==> config.mk <==
export PLATFORM = sky130hd
export DESIGN_NAME = regfile_sp_bank_flat
export DESIGN_NICKNAME = d
export VERILOG_FILES = /design/src/rtl/regfile_pkg.sv /design/src/rtl/regfile_sp_bank_if.sv /design/src/rtl/regfile_sp_bank_stack_ptr_unit.sv /design/src/rtl/regfile_sp_bank.sv /design/src/flat_wrapper.sv
export SDC_FILE = /design/constraint.sdc
export NUM_CORES = 2
export LEC_CHECK = 0
export ABC_AREA = 1
export BUFFER_PORTS_ARGS = -buffer_cell sky130_fd_sc_hd__buf_2
export CELL_PAD_IN_SITES_DETAIL_PLACEMENT = 1
export CELL_PAD_IN_SITES_GLOBAL_PLACEMENT = 2
export CORE_MARGIN = 4
export CORE_UTILIZATION = 34
export CTS_CLUSTER_SIZE = 25
export DETAILED_ROUTE_END_ITERATION = 16
export GPL_ROUTABILITY_DRIVEN = 0
export HOLD_SLACK_MARGIN = 0.15
export PLACE_DENSITY_LB_ADDON = 0.05
export SYNTH_ARGS = -nofsm -noshare
export SYNTH_HDL_FRONTEND = slang
export SYNTH_SLANG_ARGS = --single-unit
export TNS_END_PERCENT = 50
==> constraint.sdc <==
create_clock -name clk -period 2.4 [get_ports clk]
set_input_delay 0.48 -clock clk [delete_from_list [all_inputs] [get_ports clk]]
set_output_delay 0.48 -clock clk [all_outputs]
set_load 0.005 [all_outputs]
==> src/rtl/regfile_pkg.sv <==
// Shared encodings and default widths for the decode-stage register/stack block.
package regfile_pkg;

  localparam int unsigned DEF_DATA_W = 32;
  localparam int unsigned DEF_ADDR_W = 5;
  localparam int unsigned DEF_SP_W   = 8;

  typedef enum logic [1:0] {
    SP_HOLD = 2'b00,
    SP_PUSH = 2'b01,
    SP_POP  = 2'b10,
    SP_LOAD = 2'b11
  } sp_op_e;

  typedef enum logic [1:0] {
    FWD_NONE = 2'b00,
    FWD_D1   = 2'b01,
    FWD_D2   = 2'b10,
    FWD_BOTH = 2'b11
  } fwd_sel_e;

endpackage

==> src/rtl/regfile_sp_bank_if.sv <==
// Bus bundle for regfile_sp_bank: read/write/stack/forward controls and registered results.
interface regfile_sp_bank_if #(
  parameter int unsigned DATA_W = 32,
  parameter int unsigned ADDR_W = 5,
  parameter int unsigned SP_W   = 8
);
  logic              en_pipeline;
  logic [ADDR_W-1:0] rd_addr1;
  logic [ADDR_W-1:0] rd_addr2;
  logic              wr_en;
  logic [ADDR_W-1:0] wr_addr;
  logic [DATA_W-1:0] wr_data;
  logic [1:0]        sp_op;
  logic [SP_W-1:0]   sp_load_data;
  logic [1:0]        fwd_sel;
  logic [DATA_W-1:0] fwd_data;
  logic [DATA_W-1:0] data1_out;
  logic [DATA_W-1:0] data2_out;
  logic [SP_W-1:0]   sp_out;
  logic [SP_W-1:0]   sp_addr_out;
  logic              stack_overflow;
  logic              stack_underflow;

  modport master (
    output en_pipeline, rd_addr1, rd_addr2, wr_en, wr_addr, wr_data,
           sp_op, sp_load_data, fwd_sel, fwd_data,
    input  data1_out, data2_out, sp_out, sp_addr_out, stack_overflow, stack_underflow
  );

  modport slave (
    input  en_pipeline, rd_addr1, rd_addr2, wr_en, wr_addr, wr_data,
           sp_op, sp_load_data, fwd_sel, fwd_data,
    output data1_out, data2_out, sp_out, sp_addr_out, stack_overflow, stack_underflow
  );
endinterface

==> src/rtl/regfile_sp_bank_stack_ptr_unit.sv <==
// Bounded downward-growing stack pointer with registered memory address and sticky
// overflow/underflow flags; advances only when the pipeline is enabled.
module stack_ptr_unit
  import regfile_pkg::*;
#(
  parameter int unsigned    SP_W     = 8,
  parameter logic [SP_W-1:0] SP_TOP   = 8'hFF,
  parameter logic [SP_W-1:0] SP_LIMIT = 8'h00
) (
  input  logic            clk,
  input  logic            reset,
  input  logic            en_i,
  input  logic [1:0]      op_i,
  input  logic [SP_W-1:0] load_i,
  output logic [SP_W-1:0] sp_o,
  output logic [SP_W-1:0] addr_o,
  output logic            ovf_o,
  output logic            unf_o
);

  logic [SP_W-1:0] sp_q, sp_d;
  logic [SP_W-1:0] addr_q, addr_d;
  logic            ovf_q, ovf_d;
  logic            unf_q, unf_d;

  always_comb begin
    sp_d   = sp_q;
    addr_d = addr_q;
    ovf_d  = ovf_q;
    unf_d  = unf_q;
    if (en_i) begin
      unique case (sp_op_e'(op_i))
        SP_PUSH: begin
          addr_d = sp_q;
          if (sp_q == SP_LIMIT) ovf_d = 1'b1;
          else                  sp_d  = sp_q - 1'b1;
        end
        SP_POP: begin
          // A refused pop reports the current SP rather than SP+1.
          if (sp_q == SP_TOP) begin
            addr_d = sp_q;
            unf_d  = 1'b1;
          end else begin
            addr_d = sp_q + 1'b1;
            sp_d   = sp_q + 1'b1;
          end
        end
        SP_LOAD: begin
          sp_d   = load_i;
          addr_d = load_i;
        end
        default: addr_d = sp_q;
      endcase
    end
  end

  always_ff @(posedge clk) begin
    if (reset) begin
      sp_q   <= SP_TOP;
      addr_q <= SP_TOP;
      ovf_q  <= 1'b0;
      unf_q  <= 1'b0;
    end else begin
      sp_q   <= sp_d;
      addr_q <= addr_d;
      ovf_q  <= ovf_d;
      unf_q  <= unf_d;
    end
  end

  assign sp_o   = sp_q;
  assign addr_o = addr_q;
  assign ovf_o  = ovf_q;
  assign unf_o  = unf_q;

endmodule

==> src/rtl/regfile_sp_bank.sv <==
// Decode-stage register file with bypass/forward muxing, stall-aware output register and
// stack pointer. Define REGFILE_R0_ZERO_EN to hardwire entry 0 to zero.
module regfile_sp_bank
  import regfile_pkg::*;
#(
  parameter int unsigned     DATA_W   = DEF_DATA_W,
  parameter int unsigned     ADDR_W   = DEF_ADDR_W,
  parameter int unsigned     SP_W     = DEF_SP_W,
  parameter logic [SP_W-1:0] SP_TOP   = 8'hFF,
  parameter logic [SP_W-1:0] SP_LIMIT = 8'h00
) (
  input logic              clk,
  input logic              reset,
  regfile_sp_bank_if.slave bus
);

  localparam int unsigned NUM_REGS = 1 << ADDR_W;

  logic [DATA_W-1:0] regs_q [NUM_REGS];
  logic [DATA_W-1:0] data1_q, data1_d;
  logic [DATA_W-1:0] data2_q, data2_d;
  logic              wr_ok;

`ifdef REGFILE_R0_ZERO_EN
  assign wr_ok = bus.wr_en && (bus.wr_addr != '0);
`else
  assign wr_ok = bus.wr_en;
`endif

  // Writeback ignores en_pipeline so a stalled pipe never drops a retiring result.
  always_ff @(posedge clk) begin
    if (reset) begin
      for (int unsigned i = 0; i < NUM_REGS; i++) regs_q[i] <= '0;
    end else if (wr_ok) begin
      regs_q[bus.wr_addr] <= bus.wr_data;
    end
  end

  always_comb begin
    data1_d = regs_q[bus.rd_addr1];
    data2_d = regs_q[bus.rd_addr2];
    if (wr_ok && bus.wr_addr == bus.rd_addr1) data1_d = bus.wr_data;
    if (wr_ok && bus.wr_addr == bus.rd_addr2) data2_d = bus.wr_data;
    if (bus.fwd_sel == FWD_D1 || bus.fwd_sel == FWD_BOTH) data1_d = bus.fwd_data;
    if (bus.fwd_sel == FWD_D2 || bus.fwd_sel == FWD_BOTH) data2_d = bus.fwd_data;
  end

  always_ff @(posedge clk) begin
    if (reset) begin
      data1_q <= '0;
      data2_q <= '0;
    end else if (bus.en_pipeline) begin
      data1_q <= data1_d;
      data2_q <= data2_d;
    end
  end

  assign bus.data1_out = data1_q;
  assign bus.data2_out = data2_q;

  stack_ptr_unit #(
    .SP_W     (SP_W),
    .SP_TOP   (SP_TOP),
    .SP_LIMIT (SP_LIMIT)
  ) u_sp (
    .clk    (clk),
    .reset  (reset),
    .en_i   (bus.en_pipeline),
    .op_i   (bus.sp_op),
    .load_i (bus.sp_load_data),
    .sp_o   (bus.sp_out),
    .addr_o (bus.sp_addr_out),
    .ovf_o  (bus.stack_overflow),
    .unf_o  (bus.stack_underflow)
  );

endmodule

==> src/flat_wrapper.sv <==
// flat-port wrapper written by rule: the top's interface ports become plain ports
module regfile_sp_bank_flat import regfile_pkg::*;
#(
  parameter int unsigned     DATA_W   = DEF_DATA_W,
  parameter int unsigned     ADDR_W   = DEF_ADDR_W,
  parameter int unsigned     SP_W     = DEF_SP_W,
  parameter logic [SP_W-1:0] SP_TOP   = 8'hFF,
  parameter logic [SP_W-1:0] SP_LIMIT = 8'h00
)
  (clk, reset, bus_en_pipeline, bus_rd_addr1, bus_rd_addr2, bus_wr_en, bus_wr_addr, bus_wr_data, bus_sp_op, bus_sp_load_data, bus_fwd_sel, bus_fwd_data, bus_data1_out, bus_data2_out, bus_sp_out, bus_sp_addr_out, bus_stack_overflow, bus_stack_underflow);
  regfile_sp_bank_if #(.DATA_W(DATA_W), .ADDR_W(ADDR_W), .SP_W(SP_W)) bus_i ();
  input logic clk;
  input logic reset;
  input wire logic [$bits(bus_i.en_pipeline)-1:0] bus_en_pipeline;
  input wire logic [$bits(bus_i.rd_addr1)-1:0] bus_rd_addr1;
  input wire logic [$bits(bus_i.rd_addr2)-1:0] bus_rd_addr2;
  input wire logic [$bits(bus_i.wr_en)-1:0] bus_wr_en;
  input wire logic [$bits(bus_i.wr_addr)-1:0] bus_wr_addr;
  input wire logic [$bits(bus_i.wr_data)-1:0] bus_wr_data;
  input wire logic [$bits(bus_i.sp_op)-1:0] bus_sp_op;
  input wire logic [$bits(bus_i.sp_load_data)-1:0] bus_sp_load_data;
  input wire logic [$bits(bus_i.fwd_sel)-1:0] bus_fwd_sel;
  input wire logic [$bits(bus_i.fwd_data)-1:0] bus_fwd_data;
  output wire logic [$bits(bus_i.data1_out)-1:0] bus_data1_out;
  output wire logic [$bits(bus_i.data2_out)-1:0] bus_data2_out;
  output wire logic [$bits(bus_i.sp_out)-1:0] bus_sp_out;
  output wire logic [$bits(bus_i.sp_addr_out)-1:0] bus_sp_addr_out;
  output wire logic [$bits(bus_i.stack_overflow)-1:0] bus_stack_overflow;
  output wire logic [$bits(bus_i.stack_underflow)-1:0] bus_stack_underflow;
  assign bus_i.en_pipeline = bus_en_pipeline;
  assign bus_i.rd_addr1 = bus_rd_addr1;
  assign bus_i.rd_addr2 = bus_rd_addr2;
  assign bus_i.wr_en = bus_wr_en;
  assign bus_i.wr_addr = bus_wr_addr;
  assign bus_i.wr_data = bus_wr_data;
  assign bus_i.sp_op = bus_sp_op;
  assign bus_i.sp_load_data = bus_sp_load_data;
  assign bus_i.fwd_sel = bus_fwd_sel;
  assign bus_i.fwd_data = bus_fwd_data;
  assign bus_data1_out = bus_i.data1_out;
  assign bus_data2_out = bus_i.data2_out;
  assign bus_sp_out = bus_i.sp_out;
  assign bus_sp_addr_out = bus_i.sp_addr_out;
  assign bus_stack_overflow = bus_i.stack_overflow;
  assign bus_stack_underflow = bus_i.stack_underflow;
  regfile_sp_bank #(.DATA_W(DATA_W), .ADDR_W(ADDR_W), .SP_W(SP_W), .SP_TOP(SP_TOP), .SP_LIMIT(SP_LIMIT)) u_core (.clk(clk), .reset(reset), .bus(bus_i));
endmodule
==> summary.txt <==
Critical path
  – Worst setup startpoint: u_core.regs_q[9][31]$_SDFFCE_PN0P_
  – Reg2Reg Depth: 11
  – CP max stage delay: 0.57 ns
  – CP dominant cell by count: nand2_1
  – Crit-path max FO: 2
  – Startpoint types: flop
  – Crit path depth: 11
  – Worst EP required: 3.08 ns
  – CP max stage cell: dlygate4sd3_1
  – Reg2reg setup slack: 0.22 ns
  – Crit-path cells: nand2_1 > nand3_1 > nand2_1 > nand2_1 > nand3_1 > nand3_1 > nand3_2 > nand2_1 > nand2_1 > a21oi_1 > dlygate4sd3_1
  – CP Capture Type: flop
  – Critical Path AT: 2.86 ns
  – CP top delay family: simple AND/OR/NAND/NOR gates
  – R2r startpoint: u_core.regs_q[9][31]$_SDFFCE_PN0P_
  – Kind of critical path: reg -> reg
  – Crit path buffers/inverters: 1

Synthesis
  – Synth top area share: 49.8%
  – Syn nets: 8221
  – Post-synthesis area per instance: 7.60 um^2
  – Register bit total from synthesis: around 1.1k
  – Post-synthesis cell type count: 28
  – Most common flop cell mapped by yosys: edfxtp_1
  – Synth warn: 0
  – Post-synth EDFFs: 1024
  – Area fraction in compound gates after synthesis: 1.61%
  – Post-synthesis adder-cell area fraction: 0.0608%
  – Post-synthesis async set-or-reset flop share: 0%
  – Post-synthesis mux area share: 0%
  – Sequential share of the synthesized area: approximately 52%
  – Most area-hungry cell type in the Yosys netlist: edfxtp_1
  – Post-Syn Instances: 8123
  – Mapped Area: 61700 um^2
  – Synth area leaders: edfxtp_1 (50%), nand2_1 (20%), nand3_1 (12%), nor2_1 (7.1%), buf_2 (2.7%)
  – Synth Area in Simple Gates: 39.9%
  – Largest family of logic cells by synthesized area: simple AND/OR/NAND/NOR gates
  – Synth Area in XOR/XNOR: 0.0993%
  – Synth top cells by count: nand2_1 (3366), nand3_1 (1483), nor2_1 (1166)
  – Most frequent cell after synthesis: nand2_1

Die
  – Die width: 434 um
  – Site row count: 156
  – Core area: 181000 um^2
  – IO Count: 177
  – Die area: approximately 190000 um^2
  – Die H: 434 um
  – Starting Density: 34.2%

Final layout
  – Area delta synth->final: 21.9%
  – Layout cells sized above 1: 12.8%
  – Filler instances: 21.6k
  – Fin nets: 8527
  – Multi-input combinational cell area: 25900 um^2
  – Storage cell area: 32400 um^2

Timing
  – Fin. max-slew vios: 0
  – Hold WS: roughly 0.21 ns
  – Worst slew pin tran: 0.746 ns
  – Unrepaired setup endpoints after global routing: false
  – Final Cycle Share: 90.7%
  – Slew headroom: between 40 and 50%
  – F_max: 459 MHz
  – Tmin final: 2.18 ns
  – Setup violations, final: 0
  – Clock Skew: 0.0208 ns
  – Final hold violation count: 0

Clocking
  – TritonCTS Buffers: ~140
  – Clock Path Buffers: 3
  – Worst-Skew Late Latency: about 0.81 ns
  – Clk pin slew, worst setup/hold paths: 0.05 ns
  – Clk sinks: 1106
  – CTS tree: built
  – Clock root buffer: clkbuf_16
  – Postcts setup bufs: 0
  – Htree depth: 4

Power
  – Pleak: 32.5 nW
  – Max rail drop VDD: 726 uV
  – Pwr/cell area: 699 nW/um^2
  – Total design power: 0.0526 W

Global routing
  – Tot GR Track Use: 31.7%
  – Vias in the first global route: 62.0k
  – Largest net degree at the start of global routing: 60
  – First-pass GRT wire length: ~440000 um
  – Initial antenna violation count: 11
  – Grt ovf: 0

Route
  – Vias per Instance: 5.58
  – Iteration count of the initial detailed-routing pass: 6
  – Drt total wl: a little over 300000 um
  – Vias: between 60k and 70k
  – DR iter-0 viols: about 5.8k
  – ANT nets after route: 0
  – Residual DRC count: 0
  – Top sig layer: met5
  – WL met1: 129000 um
  – Wire length on met3: 18400 um
  – Routed wl met2: around 140000 um
  – Drt wl/cell: 27.7 um

Job
  – Number of max-cap violations: 0

Placement
  – Count of input and output buffers: 176
  – Detailed placement HPWL: 201000 um

Min path
  – Hold Path Origin: bus_sp_op[1]
  – Worst hold path class: in -> reg
  – Hold Path Cell Cnt: 5

Outcome
  – Status: finished, final reports clean
flip-flops by register name (all words and copies together), names as in the netlist:
register / flops
u_core.u_sp.ovf_o: 1
u_core.bus.data1_out: 32
u_core.regs_q: 1024
u_core.bus.data2_out: 32
u_core.u_sp.addr_o: 8
u_core.u_sp.sp_o: 8
u_core.u_sp.unf_o: 1
path summary, 6_finish.rpt:
check                                     endpoint
min               u_core.u_sp.sp_o[7]$_SDFFE_PP1P_
max          u_core.bus.data2_out[31]$_SDFFE_PP0P_
min reg2reg  u_core.bus.data1_out[21]$_SDFFE_PP0P_
max reg2reg  u_core.bus.data2_out[31]$_SDFFE_PP0P_
worst min-delay path, cell delays in order:
cell and delay [ns]:
buf_2 0.09, buf_4 0.17, o21ai_0 0.10, nand2_1 0.06
nand3_1 0.06
logic make-up (layout without fill, tap and decap cells):
family	count (synthesis)	count (layout)
XOR/XNOR	7	7
flip-flops	1106	1106
other	0	8
buffers and inverters	783	1199
AND/OR/NAND/NOR	6035	6035
adder cells (fa/ha/maj)	3	3
AO/OA/AOI/OAI	189	189
layout make-up:
class | count | share of cell area, %
clock buffer | 189 | 5.33
antenna | 8 | 0.0266
timing repair buffer | 850 | 12.0
inverter | 96 | 0.539
tap | 2370 | 3.94
multi-input combinational | 6234 | 34.4
clock inverter | 64 | 0.727
sequential | 1106 | 43.0
layer usage:
layer,vias to the layer above,track usage [%]
li1,27200,-
met1,31100,42.3
met2,2122,52.7
met3,540,4.06
met4,4,11.7
met5,-,0
where the power goes:
part | leakage (nW) | total (W) | internal (W) | switching, W
Combinational | 19.9 | 0.00832 | 0.00271 | 0.00561
Sequential | 10.4 | 0.0228 | 0.0221 | 0.000642
Clock | 2.25 | 0.0215 | 0.0126 | 0.00886
layout by cell type, fill, tap and decap left out, types with 3 or more instances in the layout:
master and count:
inv_2 4, inv_1 51, inv_8 4, nor3_1 9, o21ai_0 22, bufinv_16 9
o22ai_1 6, a21oi_1 145, nor2_1 1166, clkinv_1 54, nand2_2 64, xor2_1 7
nand4_1 3, dlygate4sd3_1 45, nand3_1 1482, o211ai_1 10, inv_6 6, buf_8 4
clkbuf_1 28, diode_2 8, nor3_4 4, buf_12 234, buf_4 398, clkinv_2 29
buf_2 167, ha_1 3, dfxtp_1 82, clkbuf_16 150, clkbuf_8 11, edfxtp_1 1024
nand2_1 3302
repair_timing:
| item | in CTS | in global routing |
|---|---|---|
| resized for setup | 0 | 1 |
| hold buffers | 45 | 0 |
| endpoints found under the hold margin | 76 | 0 |
| endpoints found under the setup margin | 0 | 1 |
metrics by stage:
step | cells | setup WS (ns) | cell area, um^2 | setup TNS, ns | utilization, %
after floorplan | 8123 | -0.249 | 61800 | -127.67 | -
after global placement | 10600 | -0.170 | 70200 | -0.274 | 38.9
after detailed placement | 10600 | -0.169 | 70200 | -0.468 | 38.9
after CTS | 10900 | 0.193 | 75200 | 0 | 41.6
after global routing | 10900 | 0.0527 | 75200 | 0 | 41.6
final | 10900 | 0.223 | 75300 | 0 | 41.6
No activity file was read; power rests on OpenSTA's default activity.
